[config.mk]
export PLATFORM = sky130hd
export DESIGN_NAME = multichannel_fir_filter
export DESIGN_NICKNAME = d
export VERILOG_FILES = /design/src/rtl/multichannel_fir_filter.sv
export SDC_FILE = /design/constraint.sdc
export NUM_CORES = 2
export LEC_CHECK = 0
export CAP_MARGIN = 5
export CORE_UTILIZATION = 60
export DETAILED_ROUTE_END_ITERATION = 10
export GPL_TIMING_DRIVEN = 0
export PLACE_DENSITY = 0.76
export SYNTH_ARGS = -nofsm -noshare
export SYNTH_HDL_FRONTEND = slang
export SYNTH_SLANG_ARGS = --single-unit
export TNS_END_PERCENT = 100
[constraint.sdc]
create_clock -name clk -period 27.5 [get_ports clk]
set_clock_uncertainty 0.15 [all_clocks]
set_input_delay 8.25 -clock clk [delete_from_list [all_inputs] [get_ports clk]]
set_output_delay 8.25 -clock clk [all_outputs]
set_load 0.02 [all_outputs]
[src/rtl/multichannel_fir_filter.sv]
// Multi-channel streaming FIR with one time-shared MAC, runtime coefficients,
// optional decimation and round-half-up / saturating output.
module multichannel_fir_filter #(
    parameter int DATA_WIDTH = 16,
    parameter int DATA_COUNT = 2,
    parameter int TAP_COUNT  = 8,
    parameter int COEF_WIDTH = 16,
    parameter int COEF_FRAC  = 15,
    parameter int DECIMATION = 1
) (
    input  logic                             clk,
    input  logic                             reset,
    input  logic [DATA_WIDTH*DATA_COUNT-1:0] in_data,
    input  logic                             in_valid,
    output logic                             in_ready,
    output logic [DATA_WIDTH*DATA_COUNT-1:0] out_data,
    output logic                             out_valid,
    input  logic                             out_ready,
    input  logic                             coef_we,
    input  logic [$clog2(TAP_COUNT)-1:0]     coef_addr,
    input  logic [COEF_WIDTH-1:0]            coef_data,
    output logic                             coef_busy
);

    localparam int TAP_W  = $clog2(TAP_COUNT);
    localparam int CH_W   = (DATA_COUNT > 1) ? $clog2(DATA_COUNT) : 1;
    localparam int DEC_W  = (DECIMATION > 1) ? $clog2(DECIMATION) : 1;
    localparam int PROD_W = DATA_WIDTH + COEF_WIDTH;
    localparam int ACC_W  = PROD_W + TAP_W;
    localparam int RND_W  = ACC_W + 1;

    localparam logic [TAP_W-1:0] LAST_TAP = TAP_W'(TAP_COUNT - 1);
    localparam logic [CH_W-1:0]  LAST_CH  = CH_W'(DATA_COUNT - 1);
    localparam logic [DEC_W-1:0] LAST_DEC = DEC_W'(DECIMATION - 1);

    localparam logic signed [COEF_WIDTH-1:0] COEF_INIT =
        COEF_WIDTH'(((64'sd1 <<< COEF_FRAC) + TAP_COUNT / 2) / TAP_COUNT);
    localparam logic signed [RND_W-1:0] ROUND_BIAS = RND_W'(64'sd1 <<< (COEF_FRAC - 1));
    localparam logic signed [RND_W-1:0] SAT_MAX    = RND_W'((64'sd1 <<< (DATA_WIDTH - 1)) - 64'sd1);
    localparam logic signed [RND_W-1:0] SAT_MIN    = ~SAT_MAX;

    typedef enum logic [1:0] {IDLE, MAC, FINISH, OUTPUT} state_t;

    state_t                        state_q;
    logic signed [DATA_WIDTH-1:0]  dly_q  [DATA_COUNT][TAP_COUNT];
    logic signed [COEF_WIDTH-1:0]  coef_q [TAP_COUNT];
    logic signed [DATA_WIDTH-1:0]  slot_q [DATA_COUNT];
    logic signed [ACC_W-1:0]       acc_q;
    logic [TAP_W-1:0]              tap_q;
    logic [CH_W-1:0]               ch_q;
    logic [DEC_W-1:0]              dec_q;
    logic [DATA_WIDTH*DATA_COUNT-1:0] out_data_q;
    logic                          out_valid_q;

    logic signed [DATA_WIDTH-1:0]  sample;
    logic signed [PROD_W-1:0]      prod;
    logic signed [ACC_W-1:0]       acc_base;
    logic signed [ACC_W-1:0]       acc_d;
    logic signed [RND_W-1:0]       rnd_d;
    logic signed [DATA_WIDTH-1:0]  result_d;
    logic                          accept;

    assign in_ready  = (state_q == IDLE) && !reset;
    assign coef_busy = (state_q != IDLE);
    assign out_data  = out_data_q;
    assign out_valid = out_valid_q;
    assign accept    = in_valid && in_ready;

    always_comb begin
        sample = '0;
        for (int c = 0; c < DATA_COUNT; c++) begin
            if (ch_q == CH_W'(c)) begin
                sample = dly_q[c][tap_q];
            end
        end
    end

    // Accumulator restarts at tap 0 so each channel's sum is independent.
    assign prod     = PROD_W'(sample) * PROD_W'(coef_q[tap_q]);
    assign acc_base = (tap_q == '0) ? '0 : acc_q;
    assign acc_d    = acc_base + ACC_W'(prod);
    assign rnd_d    = (RND_W'(acc_d) + ROUND_BIAS) >>> COEF_FRAC;

    always_comb begin
        if (rnd_d > SAT_MAX) begin
            result_d = SAT_MAX[DATA_WIDTH-1:0];
        end else if (rnd_d < SAT_MIN) begin
            result_d = SAT_MIN[DATA_WIDTH-1:0];
        end else begin
            result_d = rnd_d[DATA_WIDTH-1:0];
        end
    end

    always_ff @(posedge clk) begin
        if (reset) begin
            state_q     <= IDLE;
            acc_q       <= '0;
            tap_q       <= '0;
            ch_q        <= '0;
            dec_q       <= '0;
            out_data_q  <= '0;
            out_valid_q <= 1'b0;
            for (int t = 0; t < TAP_COUNT; t++) begin
                coef_q[t] <= COEF_INIT;
            end
            for (int c = 0; c < DATA_COUNT; c++) begin
                slot_q[c] <= '0;
                for (int t = 0; t < TAP_COUNT; t++) begin
                    dly_q[c][t] <= '0;
                end
            end
        end else begin
            case (state_q)
                IDLE: begin
                    if (coef_we) begin
                        coef_q[coef_addr] <= coef_data;
                    end
                    if (accept) begin
                        for (int c = 0; c < DATA_COUNT; c++) begin
                            dly_q[c][0] <= in_data[(DATA_COUNT-1-c)*DATA_WIDTH +: DATA_WIDTH];
                            for (int t = 1; t < TAP_COUNT; t++) begin
                                dly_q[c][t] <= dly_q[c][t-1];
                            end
                        end
                        if (dec_q == LAST_DEC) begin
                            dec_q   <= '0;
                            tap_q   <= '0;
                            ch_q    <= '0;
                            state_q <= MAC;
                        end else begin
                            dec_q <= dec_q + 1'b1;
                        end
                    end
                end
                MAC: begin
                    acc_q <= acc_d;
                    if (tap_q == LAST_TAP) begin
                        for (int c = 0; c < DATA_COUNT; c++) begin
                            if (ch_q == CH_W'(c)) begin
                                slot_q[c] <= result_d;
                            end
                        end
                        tap_q <= '0;
                        if (ch_q == LAST_CH) begin
                            state_q <= FINISH;
                        end else begin
                            ch_q <= ch_q + 1'b1;
                        end
                    end else begin
                        tap_q <= tap_q + 1'b1;
                    end
                end
                FINISH: begin
                    for (int c = 0; c < DATA_COUNT; c++) begin
                        out_data_q[(DATA_COUNT-1-c)*DATA_WIDTH +: DATA_WIDTH] <= slot_q[c];
                    end
                    out_valid_q <= 1'b1;
                    state_q     <= OUTPUT;
                end
                OUTPUT: begin
                    if (out_ready) begin
                        out_valid_q <= 1'b0;
                        state_q     <= IDLE;
                    end
                end
                default: state_q <= IDLE;
            endcase
        end
    end

endmodule

# After elaboration in Yosys (flattened, before gate mapping)
# Memory sizes are Yosys's and may differ from the RTL's. A register that Yosys moved wholly into a read port is not among the register bits.
# Index checks and enable logic that the tools add are counted.
word_totals:
  regBits: 43
  mem_bits_rw: 416
  input_bits: 56
  output_inout_bits: 35
  elab_cells: 131
  memories: 3
mem_list:
  columns: ["name", "depth", "width", "rd", "rd_clocked_by_memory_dff", "wr", "line_no", "source"]
  rows:
  - ["dly_q", 2, 128, 2, 0, 2, "45", "logic signed [DATA_WIDTH-1:0] dly_q [DATA_COUNT][TAP_COUNT];"]
  - ["coef_q", 8, 16, 1, 1, 8, "46", "logic signed [COEF_WIDTH-1:0] coef_q [TAP_COUNT];"]
  - ["slot_q", 2, 16, 2, 2, 2, "47", "logic signed [DATA_WIDTH-1:0] slot_q [DATA_COUNT];"]
op_classes:
  n_addsub: 5
  mul: 1
  order_cmp: 3
  n_eq_ne: 9
  muxes: 71
  bitwise_logic: 19
  reduce_logical: 14
ops:
  columns: ["operator", "n"]
  rows:
  - ["two-way mux 16 bit", 26]
  - ["binary-select mux 16 bit (select 3 bit)", 2]
  - ["adder 35 x 16 -> 36 bit (second input constant)", 1]
  - ["adder 35 x 32 -> 35 bit", 1]
  - ["two-way mux 35 bit", 1]
  - ["multiplier 16 x 16 -> 32 bit", 1]
  - ["two-way mux 1 bit", 27]
  - ["greater-than comparator 21 x 16 -> 1 bit (second input constant)", 1]
  - ["less-than comparator 21 x 16 -> 1 bit (second input constant)", 1]
  - ["two-way mux 3 bit", 6]
  - ["OR 1 bit", 18]
  - ["OR reduction 16 bit", 1]
  - ["two-way mux 2 bit", 5]
  - ["inequality test 2 bit (second input constant)", 5]
  - ["case mux 2 bit (4 select lines)", 1]
  - ["case mux 3 bit (2 select lines)", 1]
  - ["nonzero test 2 bit", 3]
  - ["AND reduction 5 bit", 1]
  - ["equality test 2 bit (second input constant)", 2]
  - [">= comparator 4 bit (second input constant)", 1]
  - ["inverter 3 -> 4 bit", 1]
  - ["case mux 1 bit (2 select lines)", 2]
  - ["AND reduction 2 bit", 2]
  - ["AND reduction 4 bit", 1]
  - ["9 further kinds", 11]

# Depth between registers and ports, before layout
depth:
  depth_word: 12
  ltp_mapped: 37
  depth_no_buf: 31

# Worst setup path before layout
# OpenSTA, ideal clock, no wires.
synth_path:
  kind: "in2out"
  from: "input port reset"
  to: "output port in_ready"
  arrival_ns: 9.027
  required_ns: 19.100
  slack_ns: 10.073
  cell_stages: 3
  n_path_buf: 2
  cell_sequence: "clkbuf_1 -> nor2_1 -> clkbuf_1"
synth_between:
  elab_chain_cells: 2
synth_lines:
  columns: ["item", "line_no", "source"]
  rows:
  - ["start, declared", "12", "input logic reset,"]
  - ["logical NOT 1 bit", "63", "assign in_ready = (state_q == IDLE) && !reset;"]
  - ["logical AND 1 bit", "63", null]
  - ["end, declared", "15", "output logic in_ready,"]
# Every way passes these cells.

# Final worst setup path
# Ends and elaborated chain as after synthesis.

==> run_results.csv <==
group,metric,value,unit
routing,drt_iter0_markers,1929,
logic_synthesis,synth-async-reset-ratio,0,
sta,hold_viol_final,0,
critical_path,r2r_slack,15.52,ns
logic_synthesis,yosysSeqAreaShare,0.412,
final_layout,layout.nets,3453,
floorplan,dieArea,57700,um2
floorplan,die_x,240,um
global_route,grt_pass1_vias,23600,
final_layout,syn_to_final_growth,10.5,%
clock_tree,numCtsBuffers,51,
final_layout,fillerInstances,4149,
status,outcome,"finished clean",
logic_synthesis,syn-cell-area,34000,um2
sta,maxSlewViolCount,0,
routing,vias,22400,
sta,period_share,0.694,
critical_path,cp_data_required_time,19.10,ns
job,cap_violations,0,
logic_synthesis,synth_edf_count,416,
global_route,grtUsageTotal,0.312,
logic_synthesis,syn-num-nets,3308,
logic_synthesis,synthDistinctLibCells,85,
floorplan,num_rows,86,
routing,drt_pass1_iterations,5,
final_layout,final_layout_size_suffix_gt1_frac,0.0919,
floorplan,num_io_pins,91,
min_path,hold_path.class,"reg -> reg",
clock_tree,ctsResizeCount,0,
clock_tree,cts.path.max_buffers,3,
global_route,antenna_found_initial,3,
clock_tree,clock_latency,0.62,ns
routing,wl_per_cell,23.0,um
global_route,grt_overflow,0,
placed_design,io_buffers,88,
clock_tree,cts.sinks,493,
logic_synthesis,synth-seq-cells,493,
sta,tightest_slew,1.36,ns
final_layout,multi_input_area,17900,um2
placed_design,place_congestion,0.958,
clock_tree,h-tree-depth,2,
floorplan,core_area,55500,um2
clock_tree,cts_tree,"yes",
logic_synthesis,ys.flop_type,"edfxtp_1",
global_route,grt_pass1_wl,135000,um
sta,rsz0062_at_grt,"false",
sta,setup_viol,0,
critical_path,cp-start-kind,"input port",
routing,viasPerCell,5.96,
logic_synthesis,ys_warn_count,0,
sta,fin_tns_setup,0,ns
logic_synthesis,synthCells,2829,
clock_tree,cts_setup_buffers,0,
final_layout,register_area,14000,um2
placed_design,dp_hpwl,66300,um
critical_path,critPathKind,"in -> out",
sta,timing.fmax,52.4,MHz
critical_path,arrival,10.67,ns
logic_synthesis,syn_avg_cell_area,12.0,um2
floorplan,dieHeight,240,um
final_layout,num_antenna_cells,0,
clock_tree,cts.clk_slew.worst_paths,0.06,ns
clock_tree,cts_root_buf,"clkbuf_16",
routing,postRouteAntennaNets,0,
clock_tree,hold_buffers,0,
sta,slew_headroom,0.0916,
routing,drt-total-wl,86400,um
critical_path,crit_fanout,10,
critical_path,endpoint_kind,"output port",
routing,drc,0,
sta,fin_crit,19.07,ns
global_route,grt_max_degree,76,
floorplan,initial_core_util,0.613,
sequential cells by signal, indices dropped and copies added, names as in the netlist, named ones only:
name and flops:
state_q 2, out_valid 1, out_data 32, slot_q 32, tap_q 3, acc_q 35
coef_q 128, dly_q 256, ch_q 1
area by class of cell:
type / count / area share
well taps: 748 / 0.0249
repair buffers: 92 / 0.0258
multi-input cells: 1789 / 0.476
inverters: 384 / 0.0383
flip-flops and latches: 493 / 0.373
clock buffers: 67 / 0.0366
plain buffers: 163 / 0.0178
clock inverters: 27 / 0.00765
critical path, cell delays in order:
cell	delay (ns)
clkbuf_1	0.23
nor2_1	1.08
clkbuf_1	0.41
clkdlybuf4s50_1	0.69
stage by stage:
stage	instances	cell area, um2	utilization	setup WS [ns]	hold slack (ns)
floorplan	2829	34000	-	10.07	0.300
global placement	3665	35800	0.646	8.47	0.314
detailed placement	3668	35900	0.647	8.44	0.324
CTS	3762	37600	0.677	8.43	0.340
global route	3763	37600	0.677	8.35	0.359
finish	3763	37600	0.677	8.43	0.337
Yosys cell counts (all sizes together) (14+ instances only):
cell type    n  area share
edfxtp     416        0.37
inv        384       0.042
fa         310        0.18
and3       261       0.048
and2       176       0.032
nor2       173       0.019
nand2      153       0.017
clkbuf     134       0.015
ha         113       0.042
mux4       106       0.070
mux2i       78       0.023
dfxtp       77       0.045
nor2b       71       0.013
a21oi       44      0.0071
o21ai       42      0.0073
buf         29      0.0049
xnor2       28      0.0084
nand2b      27      0.0050
nand3       18      0.0028
xor2        17      0.0044
mux2        16      0.0054
nor3        16      0.0024
a21o        15      0.0033
or2         14      0.0026
routing by layer:
metal	vias to the layer above	track usage	part of all wire
met5	-	0	0.00014
met4	2	0.131	0.042
met3	180	0.0386	0.068
met2	937	0.513	0.48
met1	11400	0.422	0.41
li1	9907	-	-
cell usage in the layout (no fill, tap or decap), types with 15 or more instances in the layout:
master | netlist | layout
a21o_1 | 15 | 15
a21oi_1 | 38 | 38
and2_1 | 176 | 176
and3_1 | 261 | 261
clkbuf_1 | 134 | 146
clkbuf_16 | 0 | 51
clkdlybuf4s50_1 | 0 | 88
dfxtp_1 | 77 | 77
edfxtp_1 | 416 | 416
fa_1 | 310 | 310
ha_1 | 113 | 113
inv_1 | 384 | 384
mux2_2 | 15 | 15
mux2i_1 | 78 | 78
mux4_2 | 106 | 106
nand2_1 | 152 | 152
nand2b_1 | 27 | 26
nand3_1 | 17 | 17
nor2_1 | 173 | 173
nor2b_1 | 70 | 70
nor3_1 | 16 | 16
o21ai_0 | 18 | 18
xnor2_1 | 24 | 24
xor2_1 | 17 | 17
worst paths after layout:
| check | from | endpoint | depth (start not counted) |
|---|---|---|---|
| worst max-delay path | reset | in_ready | 4 |
| worst min register to register | slot_q[0][4]$_DFFE_PP_ | out_data[20]$_SDFFE_PP0P_ | 2 |
| worst min-delay path | slot_q[0][4]$_DFFE_PP_ | out_data[20]$_SDFFE_PP0P_ | 2 |
| worst max register to register | tap_q[1]$_SDFFE_PP0P_ | slot_q[0][18]$_DFFE_PP_ | 32 |
logic make-up after synthesis:
kind of cell	Yosys count	share of synthesized area
AO/OA/AOI/OAI	176	0.0382
XOR/XNOR	45	0.0128
adder cells (fa/ha/maj)	423	0.224
buffers and inverters	547	0.0621
flip-flops	493	0.412
multiplexers	200	0.0985
AND/OR/NAND/NOR	945	0.152
Power is left out: the tool's default activity adds up to more than one toggle a clock period on the data nets, which glitch-free logic cannot reach.
==> RTL change (same settings) <==
Change the parameter `COEF_WIDTH` from 16 to 18.
--- a/src/rtl/multichannel_fir_filter.sv
+++ b/src/rtl/multichannel_fir_filter.sv
@@ -4,7 +4,7 @@
     parameter int DATA_WIDTH = 16,
     parameter int DATA_COUNT = 2,
     parameter int TAP_COUNT  = 8,
-    parameter int COEF_WIDTH = 16,
+    parameter int COEF_WIDTH = 18,
     parameter int COEF_FRAC  = 15,
     parameter int DECIMATION = 1
 ) (
Ports: changed (resized coef_data); port bits go from 91 to 93. No check against the original RTL was run, so the function may have changed too.
==> RTL change against the unedited design <==
Design area grew 4.5%. Routed wire length is 4.5% higher. Highest routed layer unchanged. Area after synthesis increased by 4.5%. Sequential cell count grew 18. Setup slack worse by 0.0097 ns. Non-clock buffer count rose by 7. Critical path type unchanged. Utilization shrank 0.15 points.
Power is left out: the tool's default activity adds up to more than one toggle a clock period on the data nets, which glitch-free logic cannot reach.
==> RTL change: results (changes against the unedited design) <==
| Metric | Value |
|---|---|
| Routability cong. | `1.01 (+5.4%)` |
| # fillers | `4174 (+0.60%)` |
| Post_cts resized | `0 (unchanged)` |
| Synth area leaders | `edfxtp_1 36%, fa_1 19%, mux4_2 7.1%` |
| CP arrival | `10.68 ns (about the same)` |
| Biggest regs | `dly_q: 256 flops, coef_q: 144 flops, acc_q: 37 flops` |
| Sequential area share after synthesis | `40.9% (-0.32 points)` |
| Drt pass-1 iters | `6 (+1)` |
| Post-Syn Nets | `3449 (+4.3%)` |
| # port buffers | `90 (+2.3%)` |
| Layout cells sized above 1 | `9.63% (+0.44 points)` |
| Fin nets | `3598 (+4.2%)` |
| Cell variety after synth | `90 (+5.9%)` |
| Largest net degree at the start of global routing | `69 (-9.2%)` |
| Worst slew margin | `6.43% (-2.7 points)` |
| Total GRT Usage | `31.1% (-0.11 points)` |
| Vias per inst | `5.99 (+0.53%)` |
| Vias in the first global route | `24.5k (+4.1%)` |
| Max stage delay on crit path | `1.00 ns (-0.08 ns)` |
| DP HPWL | `68000 um (+2.6%)` |
| Top cells by count, synth | `432 x edfxtp_1, 394 x inv_1, 340 x fa_1` |
| Clk Latency, worst-skew pair | `0.64 ns (+0.02 ns)` |
| 1st-iter DRT viols | `2231 (+16%)` |
| Number of synthesized flops with an enable pin | `432 (+3.8%)` |
| Num CTS Buffers | `53 (+3.9%)` |
| Initial antenna violation count | `2 (-1)` |
| First-pass GRT wire length | `141000 um (+4.8%)` |
| Status | `finished, final reports clean` |
| WL/cell | `23.2 um (+1.1%)` |
[RTL change: cell families after synthesis]
family          count (synthesis)  synth area share [%]
xor+xnor                       50                  1.25
mux                           206                  9.82
compound gates                169                  3.68
flops                         511                  40.9
fa+ha+maj                     457                  23.3
simple gates                  979                  15.0
buf+inv                       562                  6.03
[RTL change: final timing paths]
kind | start | end | slack [ns] | depth (start not counted)
worst max-delay path | reset | in_ready | 8.42 | 4
worst min-delay path | acc_q[0]$_SDFFE_PP0P_ | acc_q[0]$_SDFFE_PP0P_ | 0.34 | 2
worst max register to register | tap_q[0]$_SDFFE_PP0P_ | slot_q[0][9]$_DFFE_PP_ | 15.42 | 30
worst min register to register | acc_q[0]$_SDFFE_PP0P_ | acc_q[0]$_SDFFE_PP0P_ | 0.34 | 2
[RTL change: metrics by stage]
stage | setup WS (ns) | cells | hold WS [ns] | instance area, um2
floorplan | 10.05 | 2934 | 0.302 | 35600
global placement | 8.42 | 3789 | 0.313 | 37400
detailed placement | 8.41 | 3793 | 0.325 | 37500
CTS | 8.41 | 3891 | 0.340 | 39300
global route | 8.35 | 3891 | 0.362 | 39300
finish | 8.42 | 3892 | 0.337 | 39300
[RTL change: cell type report]
class,instances,area share [%]
Antenna cell,1,0.00637
Clock buffer,66,3.55
Multi-Input combinational cell,1861,48.1
Inverter,394,3.76
Tap cell,765,2.44
Sequential cell,511,37.0
Timing Repair Buffer,94,2.55
Clock inverter,32,0.888
Buffer,168,1.70
[RTL change: layer usage]
| layer | global-route usage (%) | vias up | share of wire [%] |
|---|---|---|---|
| met3 | 5.80 | 231 | 8.3 |
| met2 | 51.3 | 1105 | 48 |
| met4 | 12.8 | 2 | 4.4 |
| met5 | 0 | - | 0.012 |
| li1 | - | 10252 | - |
| met1 | 40.6 | 11732 | 39 |
[RTL change: tightest hold or removal path, cell delays in order, from the launching register on]
cell     delay, ns
dfxtp_1       0.32
mux2i_1       0.06
nor2_1        0.07
